[src/rtl/aes_gcm_pkg.sv]
// aes_gcm_pkg: shared state encoding, widths and interim crypto functions
// for the streaming decrypt stage.
package aes_gcm_pkg;

  localparam int DEF_DW      = 32;
  localparam int DEF_KEY_W   = 256;
  localparam int DEF_IV_W    = 256;
  localparam int DEF_LEN_W   = 16;
  localparam int DEF_TIMEOUT = 100;
  localparam int DEF_DEPTH   = 64;
  localparam int MAX_W       = 128;

  typedef enum logic [1:0] {
    IDLE,
    DATA,
    TAG,
    DONE
  } state_t;

  // Interim keystream until the AES core lands: base XOR word index.
  function automatic logic [MAX_W-1:0] ks(
    input logic [MAX_W-1:0] base,
    input logic [MAX_W-1:0] index
  );
    return base ^ index;
  endfunction

  function automatic logic [MAX_W-1:0] tag_calc(
    input logic [MAX_W-1:0] acc,
    input logic [MAX_W-1:0] tkey
  );
    return acc ^ tkey;
  endfunction

endpackage

[src/rtl/gcm_hold_fifo.sv]
// gcm_hold_fifo: show-ahead synchronous FIFO with a single-cycle flush,
// holding plaintext until the frame tag has been checked.
module gcm_hold_fifo #(
  parameter int DW = 32,
  parameter int DEPTH = 64,
  localparam int AW = DEPTH > 1 ? $clog2(DEPTH) : 1
) (
  input  logic          clk,
  input  logic          reset,
  input  logic          flush,
  input  logic          wr_en,
  input  logic [DW-1:0] wr_data,
  input  logic          rd_en,
  output logic [DW-1:0] rd_data,
  output logic          empty,
  output logic          full,
  output logic [AW:0]   count
);

  logic [DW-1:0] mem [DEPTH];
  logic [AW-1:0] wp, rp;
  logic wr, rd;

  assign wr = wr_en && !full;
  assign rd = rd_en && !empty;
  assign empty = count == '0;
  assign full = count == (AW + 1)'(DEPTH);
  assign rd_data = mem[rp];

  function automatic logic [AW-1:0] nxt(input logic [AW-1:0] p);
    return (p == AW'(DEPTH - 1)) ? '0 : p + AW'(1);
  endfunction

  always_ff @(posedge clk) begin
    if (reset || flush) begin
      wp <= '0;
      rp <= '0;
      count <= '0;
    end else begin
      if (wr) wp <= nxt(wp);
      if (rd) rp <= nxt(rp);
      count <= count + {{AW{1'b0}}, wr} - {{AW{1'b0}}, rd};
    end
  end

  always_ff @(posedge clk) begin
    if (wr) mem[wp] <= wr_data;
  end

endmodule

[src/rtl/aes_gcm_stream_decrypt.sv]
// aes_gcm_stream_decrypt: framed decrypt, XOR keystream, running-XOR tag.
// Define AES_GCM_TAG_GATE_EN to hold plaintext until the tag verifies.
module aes_gcm_stream_decrypt
  import aes_gcm_pkg::*;
#(
  parameter int DW = DEF_DW,
  parameter int KEY_W = DEF_KEY_W,
  parameter int IV_W = DEF_IV_W,
  parameter int LEN_W = DEF_LEN_W,
  parameter int TIMEOUT_CYCLES = DEF_TIMEOUT,
  parameter int DEPTH = DEF_DEPTH
) (
  input  logic             clk,
  input  logic             reset,
  input  logic             start,
  input  logic [KEY_W-1:0] key,
  input  logic [IV_W-1:0]  iv,
  input  logic [LEN_W-1:0] frame_len,
  input  logic             s_valid,
  output logic             s_ready,
  input  logic [DW-1:0]    s_data,
  output logic             m_valid,
  input  logic             m_ready,
  output logic [DW-1:0]    m_data,
  output logic             m_last,
  input  logic [DW-1:0]    tag_in,
  input  logic             tag_in_valid,
  output logic             busy,
  output logic             done,
  output logic             tag_ok,
  output logic             tag_err,
  output logic             timeout_err
);

  localparam int CW = $clog2(TIMEOUT_CYCLES + 1);

  state_t state, state_next;
  logic [DW-1:0] ks_base, tag_key, acc, pt, exp_tag;
  logic [LEN_W-1:0] len, index;
  logic [CW-1:0] idle_cnt;
  logic [MAX_W-1:0] base_w, idx_w, acc_w, key_w, ks_w, tg_w;
  logic beat, tag_take, tag_match, accept, to_hit, last_idx, active;
  logic hold_ok, rel, reject, tag_fin;
  logic unused_ok;

  assign active = (state == DATA) || (state == TAG);
  assign last_idx = index == len - LEN_W'(1);
  assign beat = s_valid && s_ready;
  assign tag_take = (state == TAG) && tag_in_valid && !m_valid && !rel;
  assign tag_match = tag_in == exp_tag;
  assign accept = beat || tag_take;
  assign to_hit = active && !rel && !accept &&
                  (idle_cnt == CW'(TIMEOUT_CYCLES - 1));
  assign unused_ok = ^{key, iv, ks_w, tg_w, DEPTH[0]};

  always_comb begin
    base_w = '0;
    idx_w = '0;
    acc_w = '0;
    key_w = '0;
    base_w[DW-1:0] = ks_base;
    idx_w[LEN_W-1:0] = index;
    acc_w[DW-1:0] = acc;
    key_w[DW-1:0] = tag_key;
    ks_w = ks(base_w, idx_w);
    tg_w = tag_calc(acc_w, key_w);
    pt = s_data ^ ks_w[DW-1:0];
    exp_tag = tg_w[DW-1:0];
  end

  always_ff @(posedge clk) begin
    if (reset) state <= IDLE;
    else state <= state_next;
  end

  always_comb begin
    state_next = state;
    unique case (state)
      IDLE: begin
        if (start) begin
          if (reject) state_next = DONE;
          else if (frame_len == '0) state_next = TAG;
          else state_next = DATA;
        end
      end
      DATA: begin
        if (to_hit) state_next = DONE;
        else if (beat && last_idx) state_next = TAG;
      end
      TAG: if (to_hit || tag_fin) state_next = DONE;
      DONE: state_next = IDLE;
      default: state_next = IDLE;
    endcase
  end

  always_comb begin
    busy = state != IDLE;
    done = state == DONE;
    s_ready = (state == DATA) && hold_ok;
  end

  always_ff @(posedge clk) begin
    if (reset) begin
      ks_base <= '0;
      tag_key <= '0;
      len <= '0;
      index <= '0;
      acc <= '0;
      idle_cnt <= '0;
      tag_ok <= 1'b0;
      tag_err <= 1'b0;
      timeout_err <= 1'b0;
    end else begin
      if (state == IDLE && start) begin
        ks_base <= key[DW-1:0] ^ iv[DW-1:0];
        tag_key <= key[DW-1:0];
        len <= frame_len;
        index <= '0;
        acc <= '0;
        tag_ok <= 1'b0;
        tag_err <= reject;
        timeout_err <= 1'b0;
      end
      if (beat) begin
        acc <= acc ^ s_data;
        index <= index + LEN_W'(1);
      end
      // Acceptance always clears, even on the threshold cycle.
      if (active && !rel && !accept) idle_cnt <= idle_cnt + CW'(1);
      else idle_cnt <= '0;
      if (tag_take) begin
        tag_ok <= tag_match;
        tag_err <= !tag_match;
      end
      if (to_hit) begin
        timeout_err <= 1'b1;
        tag_ok <= 1'b0;
        tag_err <= 1'b0;
      end
    end
  end

`ifdef AES_GCM_TAG_GATE_EN
  localparam int FAW = DEPTH > 1 ? $clog2(DEPTH) : 1;
  localparam int FCW = FAW + 1;

  logic f_empty, f_full, f_pop, f_flush;
  logic [FAW:0] f_cnt;
  logic [DW-1:0] f_data;

  assign reject = int'(frame_len) > DEPTH;
  assign hold_ok = !f_full;
  assign f_pop = m_valid && m_ready;
  assign f_flush = (state == IDLE && start) ||
                   (tag_take && !tag_match) || to_hit;
  assign tag_fin = (tag_take && !tag_match) ||
                   (rel && (f_empty || (f_pop && f_cnt == FCW'(1))));
  assign m_valid = rel && !f_empty;
  assign m_last = m_valid && (f_cnt == FCW'(1));
  assign m_data = m_valid ? f_data : '0;

  // Release phase: tag matched, drain the held words to m_*.
  always_ff @(posedge clk) begin
    if (reset) rel <= 1'b0;
    else if (tag_take && tag_match) rel <= 1'b1;
    else if (state == DONE) rel <= 1'b0;
  end

  gcm_hold_fifo #(
    .DW(DW),
    .DEPTH(DEPTH)
  ) u_hold (
    .clk(clk),
    .reset(reset),
    .flush(f_flush),
    .wr_en(beat),
    .wr_data(pt),
    .rd_en(f_pop),
    .rd_data(f_data),
    .empty(f_empty),
    .full(f_full),
    .count(f_cnt)
  );
`else
  assign reject = 1'b0;
  assign rel = 1'b0;
  assign tag_fin = tag_take;
  assign hold_ok = !m_valid || m_ready;

  always_ff @(posedge clk) begin
    if (reset) begin
      m_valid <= 1'b0;
      m_data <= '0;
      m_last <= 1'b0;
    end else if (to_hit) begin
      m_valid <= 1'b0;
      m_last <= 1'b0;
    end else if (beat) begin
      m_valid <= 1'b1;
      m_data <= pt;
      m_last <= last_idx;
    end else if (m_ready) begin
      m_valid <= 1'b0;
      m_last <= 1'b0;
    end
  end
`endif

endmodule

[config.mk]
export PLATFORM = sky130hd
export DESIGN_NAME = aes_gcm_stream_decrypt
export DESIGN_NICKNAME = d
export VERILOG_FILES = /design/src/rtl/aes_gcm_pkg.sv /design/src/rtl/gcm_hold_fifo.sv /design/src/rtl/aes_gcm_stream_decrypt.sv
export SDC_FILE = /design/constraint.sdc
export NUM_CORES = 1
export LEC_CHECK = 0
export CAP_MARGIN = 30
export CELL_PAD_IN_SITES_DETAIL_PLACEMENT = 0
export CELL_PAD_IN_SITES_GLOBAL_PLACEMENT = 1
export CORE_AREA = 4 4 248 250
export DETAILED_ROUTE_END_ITERATION = 16
export DIE_AREA = 0 0 252 254
export PLACE_DENSITY = 0.64
export REMOVE_ABC_BUFFERS = 1
export SLEW_MARGIN = 20
export SYNTH_ARGS = -nofsm -noshare
export SYNTH_HDL_FRONTEND = slang
export SYNTH_SLANG_ARGS = --single-unit
[constraint.sdc]
create_clock -name clk -period 3.05 [get_ports clk]
set_input_delay 0.61 -clock clk [delete_from_list [all_inputs] [get_ports clk]]
set_output_delay 0.61 -clock clk [all_outputs]
set_load 0.05 [all_outputs]
# Word level (Yosys, flattened, before mapping)
# Index checks and enable logic that the tools add are counted.
# Widths: inputs -> output; s select.
[op_classes]
muxes = 17
addsub = 3
n_bitwise = 7
n_reduce_logical = 26
n_eq_ne = 9
[ops]
columns = ["cell", "count"]
rows = [
  ["$xor 32x32->32", 4],
  ["$mux 32", 2],
  ["$eq 32x32->1", 1],
  ["$mux 16", 2],
  ["$xor 32x16->32", 1],
  ["$add 16x1->16 const B", 1],
  ["$eq 16x16->1", 1],
  ["$logic_not 16->1", 1],
  ["$sub 16x1->16 const B", 1],
  ["$mux 2", 5],
  ["$reduce_bool 2->1", 5],
  ["$logic_and 1x1->1", 8],
  ["$pmux 2 s4", 1],
  ["$add 7x1->7 const B", 1],
  ["$eq 7x7->1 const B", 1],
  ["$mux 1", 7],
  ["$eq 2x2->1 const B", 2],
  ["$logic_or 1x1->1", 4],
  ["$reduce_or 2->1", 2],
  ["$logic_not 1->1", 3],
  ["$ne 3x2->1 const B", 1],
  ["$reduce_and 3->1", 1],
  ["$eq 2x1->1 const B", 1],
  ["$logic_not 2->1", 1],
  ["4 further kinds", 5],
]
[totals]
input_bits = 598
register_bits = 174
output_inout_bits = 40
wordCells = 75

# Logic depth before layout (Yosys ltp)
[depth]
ltp_word = 11
mapped_depth = 9
ltp_nobuf = 9

# Worst setup path before layout
# OpenSTA, ideal clock, no wires.
[synth_timing]
path_type = "register to register"
startpoint = "reg len[0]"
endpoint = "reg state[0]"
t_arrival_ns = 2.240
path_slack_ns = 0.687
t_required_ns = 2.927
setup_ns = 0.123
path_stages_with_launch = 10
path_buffers = 0
period_less_slack_ns = 2.363
path_cell_list = "dfxtp_1 -> inv_1 -> ha_1 -> nor3b_1 -> and4_2 -> o22ai_1 -> nor4_1 -> o2111ai_1 -> o21ai_2 -> mux2_1"
[synth_via]
elab_chain_len = 5
[synth_lines]
columns = ["item", "line", "text"]
rows = [
  ["start, declared", "aes_gcm_stream_decrypt.sv:39", "logic [LEN_W-1:0] len, index;"],
  ["start signal, assigned", "aes_gcm_stream_decrypt.sv:117", "len <= frame_len;"],
  ["$sub 16x1->16", "aes_gcm_stream_decrypt.sv:47", "assign last_idx = index == len - LEN_W'(1);"],
  ["$eq 16x16->1", "aes_gcm_stream_decrypt.sv:47", ""],
  ["$logic_and 1x1->1", "aes_gcm_stream_decrypt.sv:88", "else if (beat && last_idx) state_next = TAG;"],
  ["$ne 3x2->1 (no line)", "n/a", ""],
  ["$reduce_and 3->1 (no line)", "n/a", ""],
  ["end signal, assigned", "aes_gcm_stream_decrypt.sv:73", "else state <= state_next;"],
  ["end, declared", "aes_gcm_stream_decrypt.sv:37", "state_t state, state_next;"],
]
# No other way between the ends.
# A chain may end at the register's enable or synchronous reset.

# Final worst setup path
[layout_timing]
startpoint = "reg state[0]"
endpoint = "out busy"
[layout_via]
elab_chain_len = 1
[layout_lines]
columns = ["item", "line", "text"]
rows = [
  ["$reduce_bool 2->1", "aes_gcm_stream_decrypt.sv:97", "busy = state != IDLE;"],
  ["end, declared", "aes_gcm_stream_decrypt.sv:28", "output logic busy,"],
]
# No other way between the ends.

==> impl_metrics.yaml <==
sta:
  slew_headroom: 0.567
  rsz0062_at_grt: "false"
  setup_tns_ns: 0
  final_max_slew_viol_count: 0
  max_slew.worst_pin.slew_ns: 0.647
  period_share: 0.922
  finClkSkew_ns: 0.0182
  fmax_ghz: 0.356
  finalSetupViolCount: 0
  hold_viol: 0
  fin_crit_ns: 2.81
critical_path:
  crit_start: "state[0]"
  crit_top_cell: "inv_1"
  cp_cell_sequence: "inv_1 > ha_1 > inv_1 > clkdlybuf4s50_1"
  required_ns: 2.44
  critPathLaunchType: "flip-flop"
  worstSetupPathType: "flip-flop to output port"
  crit_fanout: 4
  r2r_cells: 9
  r2r-start: "len[1]"
  critPathMaxStageDelay_ns: 0.83
  critical-path-top-delay-family: "buffers and inverters"
  critPathCaptureType: "output port"
  crit_path_end: "busy"
  cp_data_arrival_time_ns: 2.20
  cp.depth: 4
  reg2reg_to: "state[0]"
  cpMaxStageDelayCell: "clkdlybuf4s50_1"
  reg2reg_slack_ns: 0.30
  path_buf_inv: 3
cts:
  cts_tree: "built"
  cts_buffer_depth: 2
  cts_repair_resize_count: 0
  cts_sinks: 174
  clk-insertion-delay-late_ns: 0.49
  numCtsBuffers: 17
  cts_root_buffer: "clkbuf_16"
  clk_pin_slew_ns: 0.07
  holdBufCountCts: 0
  cts_setup_buffers: 0
  htreeDepth: 4
die:
  die_h_um: 254
  initial_core_util: 0.143
  pin_count: 638
  coreArea_um2: 59000
  die_area_um2: 64000
  die_w_um: 252
  rows: 89
layout:
  nets: 1774
  area_delta_synth_final_pct: 40.3
  finish.utilization: 0.201
  drive_gt1_frac: 0.0746
  final_common_cell: "clkdlybuf4s50_1"
  layout_common_cells: "187 x clkdlybuf4s50_1, 180 x nand2_1, 174 x dfxtp_1"
detailed_routing:
  drtIter0Drc: 308
  drc: 0
  drtAntennaViolNets: 0
  firstDrtPassIters: 4
  wl_per_cell_um: 15.3
  avgViaCountPerCell: 3.69
  vias: 7201
  wirelength_um: 29900
synth:
  ys_ff_latch: 174
  synth_edf_count: 0
  ys_seq_area_frac: 0.412
  yosysUniqueCellTypes: 58
  syn_area_um2: 8450
  yosys_warnings: 0
  synth.avg_cell_area_um2: 8.45
  yosysTopAreaCellShare: 0.412
  synth.area.top_cells: "dfxtp_1 41%, xnor2_1 13%, nand2_1 8.0%"
  synthFlopType: "dfxtp_1"
  synthCells: 1000
  async_reset_ff_frac: 0
  yosysTopAreaCell: "dfxtp_1"
grt:
  grt_pass1_wl_um: 45100
  grt_antenna_before_repair: 10
  grt_util_all_layers: 0.0946
  grt_start_max_net_pins: 80
  grt_pass1_vias: 7426
  grt_overflow: 0
min_path:
  hp-class: "flip-flop to flip-flop"
power:
  ir_drop_mv: 0.438
  cellPowerDensity_nw_per_um2: 655
  power_mw: 7.77
  leakagePower_nw: 4.01
outcome:
  outcome: "finished, final reports clean"
placed_design:
  portBuffers: 189
  dp_hpwl_um: 22800
  finalWeightedCongestion: 0.802
flow_run:
  max_cap_viol_count: 0
[report_power, final]
part           switching [mW]  leakage (nW)  internal, mW
combinational            1.60          2.31          1.10
sequential              0.251          1.42          2.60
clock                    1.06         0.280          1.15
[layout make-up]
class	instances	area [um^2]
Antenna cell	1	2.50
Clock buffer	17	425
Clock inverter	14	148
Fill cell	6590	47200
Inverter	11	41.3
Multi-Input combinational cell	751	4640
Sequential cell	174	3480
Tap cell	773	967
Timing Repair Buffer	213	2140
[flip-flops by register name (all words and copies together), names as in the netlist]
name	flops
ks_base	32
index	16
acc	32
idle_cnt	7
m_valid	1
m_data	32
tag_key	32
tag_err	1
state	2
m_last	1
tag_ok	1
timeout_err	1
len	16
[cell families (layout without fill, tap and decap cells)]
group / Yosys count / in the layout / synth area share
other cells: 0 / 1 / 0
simple gates: 384 / 384 / 0.205
xor+xnor: 199 / 199 / 0.208
mux: 7 / 7 / 0.00918
buf+inv: 75 / 255 / 0.0400
flops: 174 / 174 / 0.412
fa+ha+maj: 8 / 8 / 0.0119
compound gates: 153 / 153 / 0.113
[worst reg2reg max path, cell delays in order (launching register included)]
cell and delay (ns):
dfxtp_1 0.31, inv_1 0.05, ha_1 0.26, nor3b_1 0.51, and4_2 0.33, nor4_1 0.07
a2111oi_2 0.28, o2111ai_1 0.28, o21ai_2 0.22, mux2_1 0.33
[per-layer routing]
layer / up-vias / part of all wire / global-route usage
met2: 177 / 0.45 / 0.147
li1: 3659 / - / -
met3: 38 / 0.089 / 0.0495
met5: - / 0.0030 / 0
met4: 14 / 0.012 / 0.0247
met1: 3313 / 0.45 / 0.115
[Yosys cell counts, drive strengths merged, types with 2 or more instances]
library cell / instances
nand2: 181
dfxtp: 174
xnor2: 123
nor2: 112
a21oi: 78
xor2: 75
clkbuf: 52
a211oi: 49
nand3: 15
nand4: 13
nor4: 13
buf: 12
inv: 11
ha: 8
o21ai: 8
mux2: 6
nand2b: 6
nor3: 6
or2: 6
or4: 5
a31oi: 4
and3: 4
nand3b: 4
a311oi: 3
and4: 3
nor3b: 3
a221oi: 2
and2: 2
o211ai: 2
o21a: 2
o22ai: 2
or2b: 2
or3: 2
or3b: 2
[worst min-delay path by stage]
stage | startpoint | endpoint | slack [ns] | cells past startpoint
final | idle_cnt[0] | idle_cnt[0] | 0.44 | 1
after global routing | m_data[10] | m_data[10] | 0.47 | 2
after CTS | idle_cnt[0] | idle_cnt[0] | 0.44 | 1
after detailed placement | idle_cnt[0] | idle_cnt[0] | 0.43 | 1
after global placement | idle_cnt[0] | idle_cnt[0] | 0.43 | 1
after floorplan | idle_cnt[0] | idle_cnt[0] | 0.41 | 1
[metrics by stage]
step           worst slack, ns  cell area (um^2)  cells  hold slack (ns)
5_1_grt                 0.0872             11900   1954            0.471
3_5_place_dp           -0.0185             11300   1922            0.433
2_1_floorplan            -1.07              8150    936            0.413
3_3_place_gp           -0.0180             11300   1922            0.427
4_1_cts                  0.165             11900   1953            0.444
6_report                 0.239             11900   1954            0.439
Power figures use the tool's default switching activity.
